$ cat src/rtl/ascii_num_pkg.sv
// ascii_num_pkg: shared constants, FSM states and byte classes for the ASCII decimal parser.
package ascii_num_pkg;
    localparam logic [7:0] ASCII_ZERO  = 8'h30;
    localparam logic [7:0] ASCII_NINE  = 8'h39;
    localparam logic [7:0] ASCII_MINUS = 8'h2D;
    typedef enum logic [1:0] {IDLE, ACCUM, DISCARD, HOLD} state_t;
    typedef enum logic [1:0] {DIGIT, DELIM_C, MINUS_C, OTHER} byte_class_t;
endpackage

$ cat src/rtl/ascii_byte_classify.sv
// ascii_byte_classify: combinational byte classifier with digit value extraction.
module ascii_byte_classify
    import ascii_num_pkg::*;
(
    input  logic [7:0]  data,
    input  logic [7:0]  delim,
    output byte_class_t cls,
    output logic [3:0]  digit
);
    always_comb begin
        digit = 4'(data - ASCII_ZERO);
        cls   = data == delim ? DELIM_C :
                (data >= ASCII_ZERO && data <= ASCII_NINE) ? DIGIT :
                data == ASCII_MINUS ? MINUS_C : OTHER;
    end
endmodule

$ cat src/rtl/ascii_decimal_stream_parser.sv
// ascii_decimal_stream_parser: streams ASCII decimal fields into saturating binary results.
// Define ASCII_PARSER_SIGN_EN to accept a leading '-' and produce two's complement results.
module ascii_decimal_stream_parser
    import ascii_num_pkg::*;
#(
    parameter int         WIDTH      = 32,
    parameter int         MAX_DIGITS = 6,
    parameter logic [7:0] DELIM      = 8'h0A
) (
    input  logic                               clock,
    input  logic                               reset,
    input  logic                               in_valid,
    output logic                               in_ready,
    input  logic [7:0]                         in_data,
    output logic                               out_valid,
    input  logic                               out_ready,
    output logic [WIDTH-1:0]                   out_number,
    output logic [$clog2(MAX_DIGITS+1)-1:0]    out_digits,
    output logic                               out_error,
    output logic                               out_overflow
);
    localparam int CW = $clog2(MAX_DIGITS + 1);
    localparam logic [WIDTH+3:0] ONE  = 1;
    localparam logic [WIDTH+3:0] TEN  = 10;
    localparam logic [WIDTH+3:0] FULL = (ONE << WIDTH) - ONE;
    localparam logic [WIDTH+3:0] HALF = ONE << (WIDTH - 1);
`ifdef ASCII_PARSER_SIGN_EN
    localparam bit SIGN_EN = 1'b1;
`else
    localparam bit SIGN_EN = 1'b0;
`endif

    state_t           state, state_nx;
    byte_class_t      cls;
    logic [3:0]       digit;
    logic [WIDTH-1:0] acc, acc_nx;
    logic [CW-1:0]    cnt, cnt_nx;
    logic             neg, neg_nx, ovf, ovf_nx, err, err_nx;
    logic [WIDTH+3:0] prod, lim;
    logic             full, dig_ovf, take;

    ascii_byte_classify u_classify (
        .data  (in_data),
        .delim (DELIM),
        .cls   (cls),
        .digit (digit)
    );

    assign in_ready  = state != HOLD;
    assign out_valid = state == HOLD;
    assign take      = in_valid && in_ready;
    // Negative fields may reach one further than positive ones in two's complement.
    assign lim       = !SIGN_EN ? FULL : neg ? HALF : HALF - ONE;
    assign prod      = {4'b0, acc} * TEN + {{WIDTH{1'b0}}, digit};
    assign full      = cnt == CW'(MAX_DIGITS);
    assign dig_ovf   = ovf || full || prod > lim;

    always_comb begin
        state_nx = state;
        acc_nx   = acc;
        cnt_nx   = cnt;
        neg_nx   = neg;
        ovf_nx   = ovf;
        err_nx   = err;
        case (state)
            IDLE, ACCUM: if (take) begin
                if (cls == DIGIT) begin
                    state_nx = ACCUM;
                    acc_nx   = dig_ovf ? lim[WIDTH-1:0] : prod[WIDTH-1:0];
                    cnt_nx   = full ? cnt : cnt + CW'(1);
                    ovf_nx   = dig_ovf;
                end else if (cls == DELIM_C) begin
                    state_nx = HOLD;
                    err_nx   = cnt == '0;
                end else if (SIGN_EN && cls == MINUS_C && state == IDLE) begin
                    state_nx = ACCUM;
                    neg_nx   = 1'b1;
                end else begin
                    state_nx = DISCARD;
                    err_nx   = 1'b1;
                end
            end
            DISCARD: state_nx = take && cls == DELIM_C ? HOLD : DISCARD;
            HOLD: if (out_ready) begin
                state_nx = IDLE;
                acc_nx   = '0;
                cnt_nx   = '0;
                neg_nx   = 1'b0;
                ovf_nx   = 1'b0;
                err_nx   = 1'b0;
            end
            default: state_nx = IDLE;
        endcase
    end

    always_ff @(posedge clock)
        state <= reset ? IDLE : state_nx;

    always_ff @(posedge clock) begin
        if (reset) begin
            acc          <= '0;
            cnt          <= '0;
            neg          <= 1'b0;
            ovf          <= 1'b0;
            err          <= 1'b0;
            out_number   <= '0;
            out_digits   <= '0;
            out_error    <= 1'b0;
            out_overflow <= 1'b0;
        end else begin
            acc <= acc_nx;
            cnt <= cnt_nx;
            neg <= neg_nx;
            ovf <= ovf_nx;
            err <= err_nx;
            if (state != HOLD && state_nx == HOLD) begin
                out_number   <= err_nx ? '0 : neg_nx ? '0 - acc_nx : acc_nx;
                out_digits   <= cnt_nx;
                out_error    <= err_nx;
                out_overflow <= ovf_nx;
            end else if (state == HOLD && state_nx == IDLE) begin
                out_number   <= '0;
                out_digits   <= '0;
                out_error    <= 1'b0;
                out_overflow <= 1'b0;
            end
        end
    end
endmodule

$ cat config.mk
export PLATFORM = sky130hd
export DESIGN_NAME = ascii_decimal_stream_parser
export DESIGN_NICKNAME = d
export VERILOG_FILES = /design/src/rtl/ascii_num_pkg.sv /design/src/rtl/ascii_byte_classify.sv /design/src/rtl/ascii_decimal_stream_parser.sv
export SDC_FILE = /design/constraint.sdc
export NUM_CORES = 1
export LEC_CHECK = 0
export CAP_MARGIN = 20
export CORE_UTILIZATION = 60
export CTS_BUF_LIST = sky130_fd_sc_hd__clkbuf_4
export CTS_CLUSTER_SIZE = 8
export DETAILED_ROUTE_END_ITERATION = 8
export PLACE_DENSITY_LB_ADDON = 0.15
export SETUP_SLACK_MARGIN = 0.2
export SLEW_MARGIN = 5
export SYNTH_ARGS = -nofsm -noshare
export SYNTH_HDL_FRONTEND = slang
export SYNTH_HIERARCHICAL = 1
export SYNTH_SLANG_ARGS = --single-unit
$ cat constraint.sdc
create_clock -name clock -period 7.9 [get_ports clock]
set_input_delay 1.58 -clock clock [delete_from_list [all_inputs] [get_ports clock]]
set_output_delay 1.58 -clock clock [all_outputs]
set_load 0.03 [all_outputs]
* Yosys cells after proc, flatten, opt, wreduce, memory -nomap -nowiden
Index checks and enable logic that the tools add are counted.
** Word-level totals
- Flip-flop bits (word level) :: 77
** Operators by class
- Add/sub/neg operators :: 4
- Multipliers :: 1
- Magnitude comparators :: 3
- Equality and inequality tests :: 9
- Mux-type cells :: 39
- Reduce and logical (&&, ||, !) cells :: 13
** Operators with widths (number)
- 32-bit two-way mux :: 8
- 32-bit one-hot mux with 2 select lines :: 1
- 36-bit by 4-bit adder with 36-bit output :: 1
- 36-bit by 32-bit > comparator with 1-bit output (second input constant) :: 1
- 32-bit by 3-bit multiplier with 35-bit output (second input constant) :: 1
- 1-bit by 32-bit subtractor with 32-bit output (first input constant) :: 1
- 3-bit two-way mux :: 6
- 1-bit two-way mux :: 15
- 2-bit two-way mux :: 5
- 8-bit by 4-bit equality test with 1-bit output (second input constant) :: 1
- 8-bit by 6-bit equality test with 1-bit output (second input constant) :: 1
- 8-bit by 6-bit greater-or-equal comparator with 1-bit output (second input constant) :: 1
- 8-bit by 6-bit <= comparator with 1-bit output (second input constant) :: 1
- 2-bit equality test (second input constant) :: 3
- 2-bit zero test :: 3
- 2-bit one-hot mux with 3 select lines :: 1
- 3-bit one-hot mux with 2 select lines :: 1
- 1-bit logical AND :: 5
- 2-bit by 1-bit equality test with 1-bit output (second input constant) :: 2
- 1-bit one-hot mux with 2 select lines :: 2
- 4-bit by 1-bit subtractor with 4-bit output (second input constant) :: 1
- 3-bit by 1-bit adder with 3-bit output (second input constant) :: 1
- 3-bit equality test (second input constant) :: 1
- 3-bit zero test :: 1
- other kinds (4) :: 5

* Depth between registers and ports, before layout
Gate-level depths: netlist of the first run.
- Depth after elaboration :: 13
- Depth in mapped cells :: 24
- Gate-level depth less buffers :: 23

* Modules after synthesis
The synthesis of the first run kept the hierarchy.
** By module, submodules not included
- ascii_decimal_stream_parser :: times used 1, cells each 974, area each 7189.4 µm²
- ascii_byte_classify :: times used 1, cells each 21, area each 162.7 µm²

* Worst setup path before layout of the first run
No wires, ideal clock.
- Path kind :: input port to flip-flop
- From :: in in_data[2]
- To :: reg out_number[24]
- Arrival :: 6.011 ns
- Required time :: 7.837 ns
- Setup slack :: 1.826 ns
- Stages :: 22
- Buffers on the path :: 2
- Path through :: buf_4 -> ha_1 -> a21o_1 -> a21oi_1 -> nor4_1 -> nand4_1 -> nor4_1 -> nand4_1 -> nor4_4 -> and4b_2 -> o211ai_1 -> buf_2 -> o221a_2 -> a21oi_1 -> ha_1 -> nand2_1 -> a21oi_1 -> nand4b_1 -> nor4_4 -> nand2_1 -> or3_1 -> nand3_1
** On the way
- Cells in the longest elaborated chain, start to end :: 12
- Elaborated cells on any way between the ends :: 37
- Classes of those cells :: add/sub (3); order compare (3); eq/ne (4); mux (19); reduce/logical (8)
** RTL lines
- start: declaration :: line ascii_decimal_stream_parser.sv:14 : input logic [7:0] in_data,
- 4-bit by 1-bit subtractor with 4-bit output, or another cell as far along :: line ascii_byte_classify.sv:11 : digit = 4'(data - ASCII_ZERO);
- 36-bit by 4-bit adder with 36-bit output, or another cell as far along :: line ascii_decimal_stream_parser.sv:54 : assign prod = {4'b0, acc} * TEN + {{WIDTH{1'b0}}, digit};
- 36-bit by 32-bit > comparator with 1-bit output / 2-bit two-way mux (equally long branches) :: line ascii_decimal_stream_parser.sv:56, ascii_byte_classify.sv:13
- 1-bit logical OR / 2-bit two-way mux (equally long branches) :: line ascii_decimal_stream_parser.sv:56, ascii_byte_classify.sv:12
- 32-bit two-way mux, or another cell as far along :: line ascii_decimal_stream_parser.sv:69 : acc_nx = dig_ovf ? lim[WIDTH-1:0] : prod[WIDTH-1:0];
- 32-bit two-way mux / 1-bit two-way mux (equally long branches) :: line ascii_decimal_stream_parser.sv:67, ascii_decimal_stream_parser.sv:72
- 32-bit two-way mux / 2-bit two-way mux (equally long branches) :: line ascii_decimal_stream_parser.sv:66, ascii_decimal_stream_parser.sv:67
- 32-bit one-hot mux with 2 select lines / 2-bit two-way mux (equally long branches) :: line ascii_decimal_stream_parser.sv:65, ascii_decimal_stream_parser.sv:66
- 1-bit by 32-bit subtractor with 32-bit output / 2-bit one-hot mux with 3 select lines (equally long branches) :: line ascii_decimal_stream_parser.sv:117, ascii_decimal_stream_parser.sv:65
- 32-bit two-way mux, or another cell as far along (2 in a row) :: line ascii_decimal_stream_parser.sv:117 : out_number <= err_nx ? '0 : neg_nx ? '0 - acc_nx : acc_nx;
- 32-bit two-way mux / 2-bit nonzero test (equally long branches)
- end signal: assignment :: line ascii_decimal_stream_parser.sv:117
- end: declaration :: line ascii_decimal_stream_parser.sv:17 : output logic [WIDTH-1:0] out_number,
Parallel ways exist; a longest one is shown, timed or not.
A chain may end at the register's enable or synchronous reset.

* Worst setup path in the final report of the first run
- From :: reg acc[2]
- To :: reg out_number[24]
** On the way
- Cells in the longest elaborated chain, start to end :: 12
- Elaborated cells on any way between the ends :: 13
- Classes of those cells :: add/sub (2); mul (1); order compare (1); mux (8); reduce/logical (1)
** RTL lines
- start: declaration :: line ascii_decimal_stream_parser.sv:36 : logic [WIDTH-1:0] acc, acc_nx;
- start signal: assignment :: line ascii_decimal_stream_parser.sv:111 : acc <= acc_nx;
- 32-bit by 3-bit multiplier with 35-bit output :: line ascii_decimal_stream_parser.sv:54
- 36-bit by 4-bit adder with 36-bit output :: line ascii_decimal_stream_parser.sv:54
- 36-bit by 32-bit > comparator with 1-bit output :: line ascii_decimal_stream_parser.sv:56 : assign dig_ovf = ovf || full || prod > lim;
- 1-bit logical OR :: line ascii_decimal_stream_parser.sv:56
- 32-bit two-way mux :: line ascii_decimal_stream_parser.sv:69
- 32-bit two-way mux :: line ascii_decimal_stream_parser.sv:67 : if (cls == DIGIT) begin
- 32-bit two-way mux :: line ascii_decimal_stream_parser.sv:66 : IDLE, ACCUM: if (take) begin
- 32-bit one-hot mux with 2 select lines * :: line ascii_decimal_stream_parser.sv:65 : case (state)
- 1-bit by 32-bit subtractor with 32-bit output :: line ascii_decimal_stream_parser.sv:117
- 32-bit two-way mux * (2 in a row) :: line ascii_decimal_stream_parser.sv:117
- 32-bit two-way mux * :: line ascii_decimal_stream_parser.sv:116 : if (state != HOLD && state_nx == HOLD) begin
Mark *: on every way between the ends. The rest lies on a longest branch, timed or not.

==> metrics.txt, run 1 <==
Fin. Hold Viols=0; ys flop type=dfxtp_1; Initial Util=61.5%; fraction of registers with async set/reset=0%; antenna-violating nets left=0; Synth-to-Final Area Change=9.99%; Starting DRT DRC Count=712; setup TNS=0 ps; worst vdd ir=0.118 mV; Hold Crit Class=register to register; # nets final=1106; Post-Synth XOR/XNOR Area=9.17%; Final Max Slew Viols=0; clock sink count=77; Placer Congestion=0.960; largest family of logic cells by synthesized area=compound AO/OA/AOI/OAI gates; crit end category=register; count of hold-fix buffers inserted at cts=0; post-synthesis sequential area ratio=21.0%; reg2reg end=out_number[24]; commonest non-fill, non-tap cells in the layout=126 x nand2_1, 110 x nor2_1, 86 x o21ai_0; largest net degree at the start of global routing=49; Mapped Cells=995; num ports=51; critical-path maximum fanout=8; first-pass GRT wire length=33.6 mm; PostCTS Resize Cnt=0; CP Data Arrival Time=7280 ps; worst skew pair latency=450 ps; core area=0.0120 mm2; vias=7534; final worst slack=1000 ps; Tmin final=6900 ps; multi-input gate area in the final layout=0.00556 mm2; Synth Cell Area=0.00735 mm2; most used cell along the critical path=ha_1; max_cap viols=0; Synth Warn #=6; outcome=finished clean; initial antenna violation count=0; Post-CTS Setup Bufs=0; I/O Buffers=50; # rows=40; Max Clk Rate=145 MHz; CP Launch Point=acc[2]; share of cells above drive strength 1=5.05%; Clock Tree Buf Depth=2; CTS tree=yes; top cells by area, synth=dfxtp_1 21%, ha_1 11%, nand2_1 6.4%; vias in the first global route=6873; WP data required=8290 ps; Worst Setup EP=out_number[24]; CP Launch Type=register; Avg WL per Cell=17.4 um; full die area=0.0127 mm2; Reg clk slew, reported paths=130 ps; Worst path max stage delay=530 ps; global route total overflow=0; reg2reg path depth=24; crit-path cells=ha_1, ha_1, inv_1, fa_1, nand2b_1, a211oi_2, o21ai_0, and3_1, o31ai_1, nand4_1, nor4_4, nand4b_4, a2111oi_0, a211oi_1, a21oi_1, ha_1, nand2_1, a21oi_1, nand4b_1, nor4_4, buf_4, nand2_1, or3_1, nand3_1; Vias/cell=6.40; CP max stage cell=dfxtp_1; Root Driver=clkbuf_4; # fillers=1084; P_leak=3.30 nW; width of the die=113 um; syn avg cell area=7.39 um2; WL final=20.5 mm; worst slack at placement=664 ps; RSZ-0062 raised after global routing=false; PwrDens=87.6 mW/mm2; Post-synth EDFFs=0; Compound-Gate Fraction of Synth Area=27.7%; H-tree depth=3; GR Util All Layers=33.0%; register area=0.00154 mm2; final setup fails=0; Worst Skew=15.7 ps; slew margin rel.=33.9%; Inserted Clock Buffers=9; WHS=451 ps; Tightest Pin Transition=967 ps; DRC Markers=0; 1st-pass router iterations=7; Synth area leader=dfxtp_1; Synth top area share=21.0%; detailed placement HPWL=16.0 mm; Post-Synth Adder-Cell Area=11.9%; Simple-Gate Fraction of Synth Area=25.9%; Yosys cell types=77; critical setup path kind=register to register; chip height=113 um; RR Startpoint=acc[2]; mux contribution to synthesized area=0.408%; Yosys reg bits=77; most common cell after layout, fill and taps aside=nand2_1; Reg2Reg Setup Slack=1000 ps; n_diodes=0; crit share post-route=87.3%
## how the worst min path moves through the flow
| stage | start | end | slack, ps | cells past startpoint |
|---|---|---|---|---|
| after floorplan | neg | neg | 430 | 2 |
| after CTS | out_number[23] | out_number[23] | 460 | 2 |
| after global placement | out_number[19] | out_number[19] | 440 | 2 |
| after detailed placement | out_number[23] | out_number[23] | 440 | 2 |
| final | out_number[23] | out_number[23] | 450 | 2 |
| after global routing | out_number[23] | out_number[23] | 470 | 2 |
## Yosys cell counts (16+ instances only)
cell type	n
clkbuf_1	33
inv_1	22
nand4_1	22
xor2_1	32
dfxtp_1	77
nor2_1	111
ha_1	67
nor3_1	21
o21ai_0	86
xnor2_1	45
nand3_1	16
nand2_1	126
a21o_1	20
a21oi_1	80
## through the flow
step           power, mW  instances  util (%)  instance area [um2]
6_report           0.708       1177      67.6                 8090
5_1_grt            0.731       1177      67.6                 8090
4_1_cts            0.709       1176      67.5                 8080
3_5_place_dp       0.447       1160      66.2                 7920
3_3_place_gp       0.447       1160      66.2                 7920
2_1_floorplan      0.431       1001         -                 7370
## state kept, by name, summed over array words and instances, names as in the netlist
name,count
acc,32
out_number,32
cnt,3
out_digits,3
state,2
err,1
neg,1
out_error,1
out_overflow,1
ovf,1
## worst max-delay path, delay by kind of cell, from the launching register on
family / cells / cell delay, ps
flops: 1 / 530
simple gates: 11 / 2630
compound gates: 7 / 2280
fa+ha+maj: 4 / 1110
buf+inv: 2 / 280
## logic make-up after synthesis
family	Yosys count
simple gates	384
buf+inv	67
fa+ha+maj	69
compound gates	316
flops	77
mux	3
other cells	2
xor+xnor	77
## metal layers
| metal | up-vias | global-route usage [%] | share of wire, % |
|---|---|---|---|
| met1 | 3499 | 41.8 | 44 |
| met4 | 0 | 12.1 | 3.6 |
| li1 | 3710 | - | - |
| met5 | - | 0 | 0 |
| met3 | 66 | 5.41 | 5.6 |
| met2 | 259 | 56.4 | 46 |
## where the power goes
group | switching [mW] | internal (mW)
registers | 0.000646 | 0.389
logic | 0.0329 | 0.0168
clock network | 0.142 | 0.127
total | 0.175 | 0.533
## area by class of cell
type | count | share of cell area [%]
clock buffer | 9 | 0.836
clock inverter | 7 | 1.10
inverter | 22 | 1.02
multi-input combinational | 857 | 68.8
sequential | 77 | 19.1
tap | 147 | 2.27
timing repair buffer | 58 | 6.93
No activity file was read; power rests on OpenSTA's default activity.
==> inputs of run 2 (changes only) <==
Settings changed: ABC_CLOCK_PERIOD_IN_PS set to 7900, CAP_MARGIN 20 to unset.
==> results of run 2 <==
Same layout as run 1: the final DEF is identical, and so are final timing and power.
==> inputs of run 3 (changes only) <==
Settings changed: SLEW_MARGIN 5 to 20.
==> results of run 3 <==
Same layout as run 1: the final DEF is identical, and so are final timing and power.
